## config.mk

```make
export PLATFORM = sky130hd
export DESIGN_NAME = mem_bus_arbiter_flat
export DESIGN_NICKNAME = d
export VERILOG_FILES = /design/src/rtl/mem_arb_pkg.sv /design/src/rtl/mem_bus_arbiter_if.sv /design/src/rtl/arb_hold_reg.sv /design/src/rtl/mem_bus_arbiter.sv /design/src/flat_wrapper.sv
export SDC_FILE = /design/constraint.sdc
export NUM_CORES = 1
export LEC_CHECK = 0
export CAP_MARGIN = 25
export CORE_MARGIN = 3
export CORE_UTILIZATION = 35
export CTS_BUF_LIST = sky130_fd_sc_hd__clkbuf_8 sky130_fd_sc_hd__clkbuf_16
export DETAILED_ROUTE_END_ITERATION = 16
export GPL_ROUTABILITY_DRIVEN = 0
export PLACE_DENSITY = 0.75
export SETUP_SLACK_MARGIN = 0.2
export SLEW_MARGIN = 20
export SYNTH_ARGS = -nofsm -noshare
export SYNTH_HDL_FRONTEND = slang
export SYNTH_SLANG_ARGS = --single-unit
export TNS_END_PERCENT = 100
```

## constraint.sdc

```tcl
create_clock -name clk -period 13.2 [get_ports clk]
set_clock_uncertainty 0.2 [all_clocks]
set_input_delay 2.64 -clock clk [delete_from_list [all_inputs] [get_ports clk]]
set_output_delay 2.64 -clock clk [all_outputs]
set_load 0.02 [all_outputs]
```

## src/rtl/mem_arb_pkg.sv

```systemverilog
// Shared types and constants for the IF/MEM memory-port arbiter.
package mem_arb_pkg;

    typedef enum logic [2:0] {
        IDLE,
        D_ADDR,
        D_DATA,
        I_ADDR,
        I_DATA
    } arb_state_e;

    localparam logic [1:0] SIZE_BYTE = 2'd0;
    localparam logic [1:0] SIZE_HALF = 2'd1;
    localparam logic [1:0] SIZE_WORD = 2'd2;

endpackage

```

## src/rtl/mem_bus_arbiter_if.sv

```systemverilog
// SRAM-like memory bus: address phase (req/addr_ok) followed by a data phase (data_ok).
interface mem_bus_arbiter_if #(
    parameter int AW = 32,
    parameter int DW = 32
);
    logic          bus_req;
    logic          bus_wr;
    logic [1:0]    bus_size;
    logic [AW-1:0] bus_addr;
    logic [DW-1:0] bus_wdata;
    logic          bus_addr_ok;
    logic          bus_data_ok;
    logic [DW-1:0] bus_rdata;

    modport master (
        output bus_req, bus_wr, bus_size, bus_addr, bus_wdata,
        input  bus_addr_ok, bus_data_ok, bus_rdata
    );

    modport slave (
        input  bus_req, bus_wr, bus_size, bus_addr, bus_wdata,
        output bus_addr_ok, bus_data_ok, bus_rdata
    );
endinterface

```

## src/rtl/arb_hold_reg.sv

```systemverilog
// Completion flag plus held read data for one requester; result survives
// until the pipeline advances, and a flush always clears the flag.
module arb_hold_reg #(
    parameter int DW = 32
) (
    input  logic          clk,
    input  logic          rst,
    input  logic          resp,
    input  logic          discard,
    input  logic          flush,
    input  logic          longest_stall,
    input  logic [DW-1:0] rdata_in,
    output logic          done,
    output logic [DW-1:0] rdata
);
    logic          done_q, done_d;
    logic [DW-1:0] rdata_q, rdata_d;
    logic          set;

    assign set = resp && !discard;

    always_comb begin
        done_d  = done_q;
        rdata_d = rdata_q;
        // flush beats a same-cycle set; an unstalled edge does not
        if (flush) begin
            done_d = 1'b0;
        end else if (set) begin
            done_d = 1'b1;
        end else if (!longest_stall) begin
            done_d = 1'b0;
        end
        if (set) begin
            rdata_d = rdata_in;
        end
    end

    always_ff @(posedge clk or posedge rst) begin
        if (rst) begin
            done_q  <= 1'b0;
            rdata_q <= '0;
        end else begin
            done_q  <= done_d;
            rdata_q <= rdata_d;
        end
    end

    assign done  = done_q;
    assign rdata = rdata_q;
endmodule

```

## src/rtl/mem_bus_arbiter.sv

```systemverilog
// Serialises instruction fetch and data access onto one memory port,
// data first, one transaction outstanding at a time.
module mem_bus_arbiter
    import mem_arb_pkg::*;
#(
    parameter int AW = 32,
    parameter int DW = 32
) (
    input  logic               clk,
    input  logic               rst,
    input  logic               inst_req,
    input  logic [AW-1:0]      inst_addr,
    output logic [DW-1:0]      inst_rdata,
    output logic               stall_from_if,
    input  logic               data_req,
    input  logic               data_wr,
    input  logic [1:0]         data_size,
    input  logic [AW-1:0]      data_addr,
    input  logic [DW-1:0]      data_wdata,
    output logic [DW-1:0]      data_rdata,
    output logic               stall_from_mem,
    input  logic               longest_stall,
    input  logic               flush_exceptM,
    mem_bus_arbiter_if.master  bus
);
    arb_state_e    state_q, state_d;
    logic          discard_q, discard_d;
    logic          wr_q, wr_d;
    logic [1:0]    size_q, size_d;
    logic [AW-1:0] addr_q, addr_d;
    logic [DW-1:0] wdata_q, wdata_d;
    logic          inst_done, data_done;

    always_comb begin
        state_d   = state_q;
        discard_d = discard_q;
        wr_d      = wr_q;
        size_d    = size_q;
        addr_d    = addr_q;
        wdata_d   = wdata_q;
        case (state_q)
            IDLE: begin
                if (!flush_exceptM) begin
                    if (data_req && !data_done) begin
                        state_d = D_ADDR;
                        wr_d    = data_wr;
                        size_d  = data_size;
                        addr_d  = data_addr;
                        wdata_d = data_wdata;
                    end else if (inst_req && !inst_done) begin
                        state_d = I_ADDR;
                        wr_d    = 1'b0;
                        size_d  = SIZE_WORD;
                        addr_d  = inst_addr;
                        wdata_d = '0;
                    end
                end
            end
            D_ADDR, I_ADDR: begin
                // once the address is accepted the response must be drained, even if flushed
                if (bus.bus_addr_ok) begin
                    state_d = (state_q == D_ADDR) ? D_DATA : I_DATA;
                    if (flush_exceptM) discard_d = 1'b1;
                end else if (flush_exceptM) begin
                    state_d = IDLE;
                end
            end
            D_DATA, I_DATA: begin
                if (bus.bus_data_ok) begin
                    state_d   = IDLE;
                    discard_d = 1'b0;
                end else if (flush_exceptM) begin
                    discard_d = 1'b1;
                end
            end
            default: state_d = IDLE;
        endcase
    end

    always_ff @(posedge clk or posedge rst) begin
        if (rst) begin
            state_q   <= IDLE;
            discard_q <= 1'b0;
            wr_q      <= 1'b0;
            size_q    <= SIZE_BYTE;
            addr_q    <= '0;
            wdata_q   <= '0;
        end else begin
            state_q   <= state_d;
            discard_q <= discard_d;
            wr_q      <= wr_d;
            size_q    <= size_d;
            addr_q    <= addr_d;
            wdata_q   <= wdata_d;
        end
    end

    assign bus.bus_req   = (state_q == D_ADDR) || (state_q == I_ADDR);
    assign bus.bus_wr    = wr_q;
    assign bus.bus_size  = size_q;
    assign bus.bus_addr  = addr_q;
    assign bus.bus_wdata = wdata_q;

    arb_hold_reg #(.DW(DW)) u_if_hold (
        .clk           (clk),
        .rst           (rst),
        .resp          (bus.bus_data_ok && (state_q == I_DATA)),
        .discard       (discard_q),
        .flush         (flush_exceptM),
        .longest_stall (longest_stall),
        .rdata_in      (bus.bus_rdata),
        .done          (inst_done),
        .rdata         (inst_rdata)
    );

    arb_hold_reg #(.DW(DW)) u_mem_hold (
        .clk           (clk),
        .rst           (rst),
        .resp          (bus.bus_data_ok && (state_q == D_DATA)),
        .discard       (discard_q),
        .flush         (flush_exceptM),
        .longest_stall (longest_stall),
        .rdata_in      (bus.bus_rdata),
        .done          (data_done),
        .rdata         (data_rdata)
    );

    assign stall_from_if  = inst_req && !inst_done;
    assign stall_from_mem = data_req && !data_done;
endmodule
```

## src/flat_wrapper.sv

```systemverilog
// flat-port wrapper written by rule: the top's interface ports become plain ports
module mem_bus_arbiter_flat import mem_arb_pkg::*;
#(
    parameter int AW = 32,
    parameter int DW = 32
)
  (clk, rst, inst_req, inst_addr, inst_rdata, stall_from_if, data_req, data_wr, data_size, data_addr, data_wdata, data_rdata, stall_from_mem, longest_stall, flush_exceptM, bus_bus_req, bus_bus_wr, bus_bus_size, bus_bus_addr, bus_bus_wdata, bus_bus_addr_ok, bus_bus_data_ok, bus_bus_rdata);
  mem_bus_arbiter_if #(.AW(AW), .DW(DW)) bus_i ();
  input  logic clk;
  input  logic rst;
  input  logic inst_req;
  input  logic [AW-1:0] inst_addr;
  output logic [DW-1:0] inst_rdata;
  output logic stall_from_if;
  input  logic data_req;
  input  logic data_wr;
  input  logic [1:0] data_size;
  input  logic [AW-1:0] data_addr;
  input  logic [DW-1:0] data_wdata;
  output logic [DW-1:0] data_rdata;
  output logic stall_from_mem;
  input  logic longest_stall;
  input  logic flush_exceptM;
  output wire logic [$bits(bus_i.bus_req)-1:0] bus_bus_req;
  output wire logic [$bits(bus_i.bus_wr)-1:0] bus_bus_wr;
  output wire logic [$bits(bus_i.bus_size)-1:0] bus_bus_size;
  output wire logic [$bits(bus_i.bus_addr)-1:0] bus_bus_addr;
  output wire logic [$bits(bus_i.bus_wdata)-1:0] bus_bus_wdata;
  input wire logic [$bits(bus_i.bus_addr_ok)-1:0] bus_bus_addr_ok;
  input wire logic [$bits(bus_i.bus_data_ok)-1:0] bus_bus_data_ok;
  input wire logic [$bits(bus_i.bus_rdata)-1:0] bus_bus_rdata;
  assign bus_bus_req = bus_i.bus_req;
  assign bus_bus_wr = bus_i.bus_wr;
  assign bus_bus_size = bus_i.bus_size;
  assign bus_bus_addr = bus_i.bus_addr;
  assign bus_bus_wdata = bus_i.bus_wdata;
  assign bus_i.bus_addr_ok = bus_bus_addr_ok;
  assign bus_i.bus_data_ok = bus_bus_data_ok;
  assign bus_i.bus_rdata = bus_bus_rdata;
  mem_bus_arbiter #(.AW(AW), .DW(DW)) u_core (.clk(clk), .rst(rst), .inst_req(inst_req), .inst_addr(inst_addr), .inst_rdata(inst_rdata), .stall_from_if(stall_from_if), .data_req(data_req), .data_wr(data_wr), .data_size(data_size), .data_addr(data_addr), .data_wdata(data_wdata), .data_rdata(data_rdata), .stall_from_mem(stall_from_mem), .longest_stall(longest_stall), .flush_exceptM(flush_exceptM), .bus(bus_i));
endmodule
```

==> results.json <==
{
  "die_h_um": 135,
  "layout_commonest_cell": "clkdlybuf4s50_1",
  "ctsResizeCount": 0,
  "placement.io_buffers": 272,
  "rsz0062_at_grt": "no",
  "status": "complete, no violations",
  "antenna_found_initial": 0,
  "end_kind": "output pin",
  "syn_inst": 426,
  "max_cap_viol_count": 0,
  "ir_drop_mv": 0.142,
  "grt_pass1_vias": 4697,
  "regArea_sq_mm": 0.00343,
  "core_sq_mm": 0.0161,
  "avgSynthCellArea_sq_um": 13.7,
  "design_area_sq_mm": 0.00930,
  "viasPerCell": 4.57,
  "critical_path_class": "input pin to output pin",
  "syn2layout_area_growth_pct": 59.5,
  "num_vias": 4226,
  "finalSetupViolCount": 0,
  "dieArea_sq_mm": 0.0182,
  "clockBufferDepth": 2,
  "num_io_pins": 273,
  "timing.slew.headroom_pct": 45.4,
  "tns_ns": 0,
  "setup_ws_ns": 5.74,
  "required_ns": 10.36,
  "wl_per_cell_um": 16.9,
  "firstDrtPassIters": 4,
  "crit_arrival_ns": 4.62,
  "numCtsBuffers": 17,
  "nets": 834,
  "start_kind": "input pin",
  "die_w_um": 135,
  "ys_seq_elements": 137,
  "final_cell_mix": "clkdlybuf4s50_1 (272), dfrtp_1 (137), mux2_2 (95)",
  "drt-initial-drc-count": 110,
  "grt_max_degree": 72,
  "finalCritPeriodShare_pct": 56.5,
  "hold_viol": 0,
  "crit_path_start": "data_req",
  "met3_usage_pct": 6.41,
  "nFillCells": 1273,
  "critPathMaxFanout": 70,
  "worstMarginPinSlew_ns": 0.819,
  "track_usage_pct": 17.1,
  "ys_seq_area_share_pct": 58.8,
  "min_from": "u_core.bus.bus_addr[26]$_DFFE_PP0P_",
  "insertion_delay_ns": 0.40,
  "clkTransAtPathRegs_ns": 0.05,
  "top_usage_layer": "met2",
  "rows": 46,
  "num_antenna_cells": 0,
  "synthesis.nets": 565,
  "reg2reg_from": "u_core.u_mem_hold.done$_DFFE_PP0P_",
  "yosys.cell_types.count": 30,
  "yosysWarningCount": 0,
  "multiInputGateArea_sq_mm": 0.00210,
  "gr-usage-met1_pct": 19.1,
  "utilization_pct": 57.7,
  "cts_tree": "yes",
  "initial_utilization_pct": 36.2,
  "placed_area_sq_mm": 0.00869,
  "period_needed_ns": 7.46,
  "hold_class": "register to register",
  "routed_wl_um": 15600,
  "htreeDepth": 4,
  "cts-root-buf": "clkbuf_16",
  "cts.sinks": 137,
  "preCtsSetupSlack_ns": 5.75,
  "cts_setup_buffers": 0,
  "fmax_ghz": 0.134,
  "power.density_mw_per_mm2": 245,
  "syn-cell-area_sq_mm": 0.00583,
  "drcViolationCount": 0,
  "grt_util_met2_pct": 30.0,
  "antenna_left": 0,
  "grt_first_pass_wirelength_um": 24600,
  "grt-ovfl-total": 0,
  "ctsHoldBuffers": 0,
  "p_leak_uw": 0.00402,
  "drive_gt1_share_pct": 23.3,
  "dp_hpwl_um": 11500,
  "finalMaxSlewViolations": 0
}
[area by class of cell]
| type | count | area share, % |
|---|---|---|
| Tap cell | 216 | 2.91 |
| Timing Repair Buffer | 277 | 29.8 |
| Clock buffer | 20 | 5.02 |
| Clock inverter | 12 | 1.33 |
| Multi-Input combinational cell | 225 | 22.5 |
| Inverter | 37 | 1.55 |
| Sequential cell | 137 | 36.9 |
[path summary, 6_finish.rpt]
path                                                           end  slack [ns]  cells past startpoint
max                                                 stall_from_mem        5.74                      4
min                            u_core.bus.bus_addr[26]$_DFFE_PP0P_        0.28                      1
max reg2reg                    u_core.bus.bus_addr[28]$_DFFE_PP0P_       10.49                      4
min reg2reg                    u_core.bus.bus_addr[26]$_DFFE_PP0P_        0.28                      1
max in group asynchronous        u_core.u_if_hold.done$_DFFE_PP0P_        9.04                      3
min in group asynchronous  u_core.u_mem_hold.rdata[27]$_DFFE_PP0P_        2.49                      2
[state kept, by name (all words and copies together), names as in the netlist]
name / cells
u_core.u_if_hold.done: 1
u_core.bus.bus_wdata: 32
u_core.bus.bus_addr: 32
u_core.state_q: 3
u_core.u_mem_hold.rdata: 32
u_core.u_if_hold.rdata: 32
u_core.discard_q: 1
u_core.bus.bus_size: 2
u_core.u_mem_hold.done: 1
u_core.bus.bus_wr: 1
[power breakdown]
part | switching, uW | internal (uW)
Clock | 175 | 292
Sequential | 115 | 623
Combinational | 500 | 571
[Yosys cell counts (all sizes together)]
library cell | instances | share of area, %
a21o | 1 | 0.13
a21oi | 5 | 0.43
a2bb2oi | 1 | 0.15
buf | 19 | 2.5
clkbuf | 8 | 0.54
dfrtp | 137 | 59
inv | 37 | 2.4
mux2 | 128 | 27
nand2 | 4 | 0.26
nand2b | 1 | 0.11
nand3 | 34 | 2.9
nand3b | 2 | 0.26
nand4 | 1 | 0.11
nor2 | 2 | 0.13
nor2b | 3 | 0.32
nor4 | 1 | 0.36
o21a | 2 | 0.39
o21ai | 35 | 3.0
o22ai | 1 | 0.11
o31ai | 1 | 0.13
o32ai | 1 | 0.15
or4 | 1 | 0.13
xnor2 | 1 | 0.15
[cell families after synthesis]
group	Yosys count	share of synthesized area [%]
compound gates	47	4.49
xor+xnor	1	0.150
buf+inv	64	5.39
flops	137	58.8
mux	128	26.6
simple gates	49	4.59
[metrics by stage]
step | power (uW) | hold WS [ns] | std cells
detailed placement | 1820 | 0.274 | 891
floorplan | 1290 | 0.303 | 426
CTS | 2310 | 0.287 | 923
global placement | 1790 | 0.273 | 891
finish | 2280 | 0.283 | 924
global route | 2400 | 0.294 | 924
[per-layer routing]
layer / wire length (um) / vias to the layer above
met2: 7850 / 179
met3: 1480 / 22
met4: 280 / 0
met5: 0 / -
li1: - / 2003
met1: 5970 / 2022
[worst max-delay path, cell delays in order]
cell and delay, ns:
clkdlybuf4s50_1 0.46, nor2b_4 0.12, buf_4 0.61, clkdlybuf4s50_1 0.74
No activity file was read; power rests on OpenSTA's default activity.
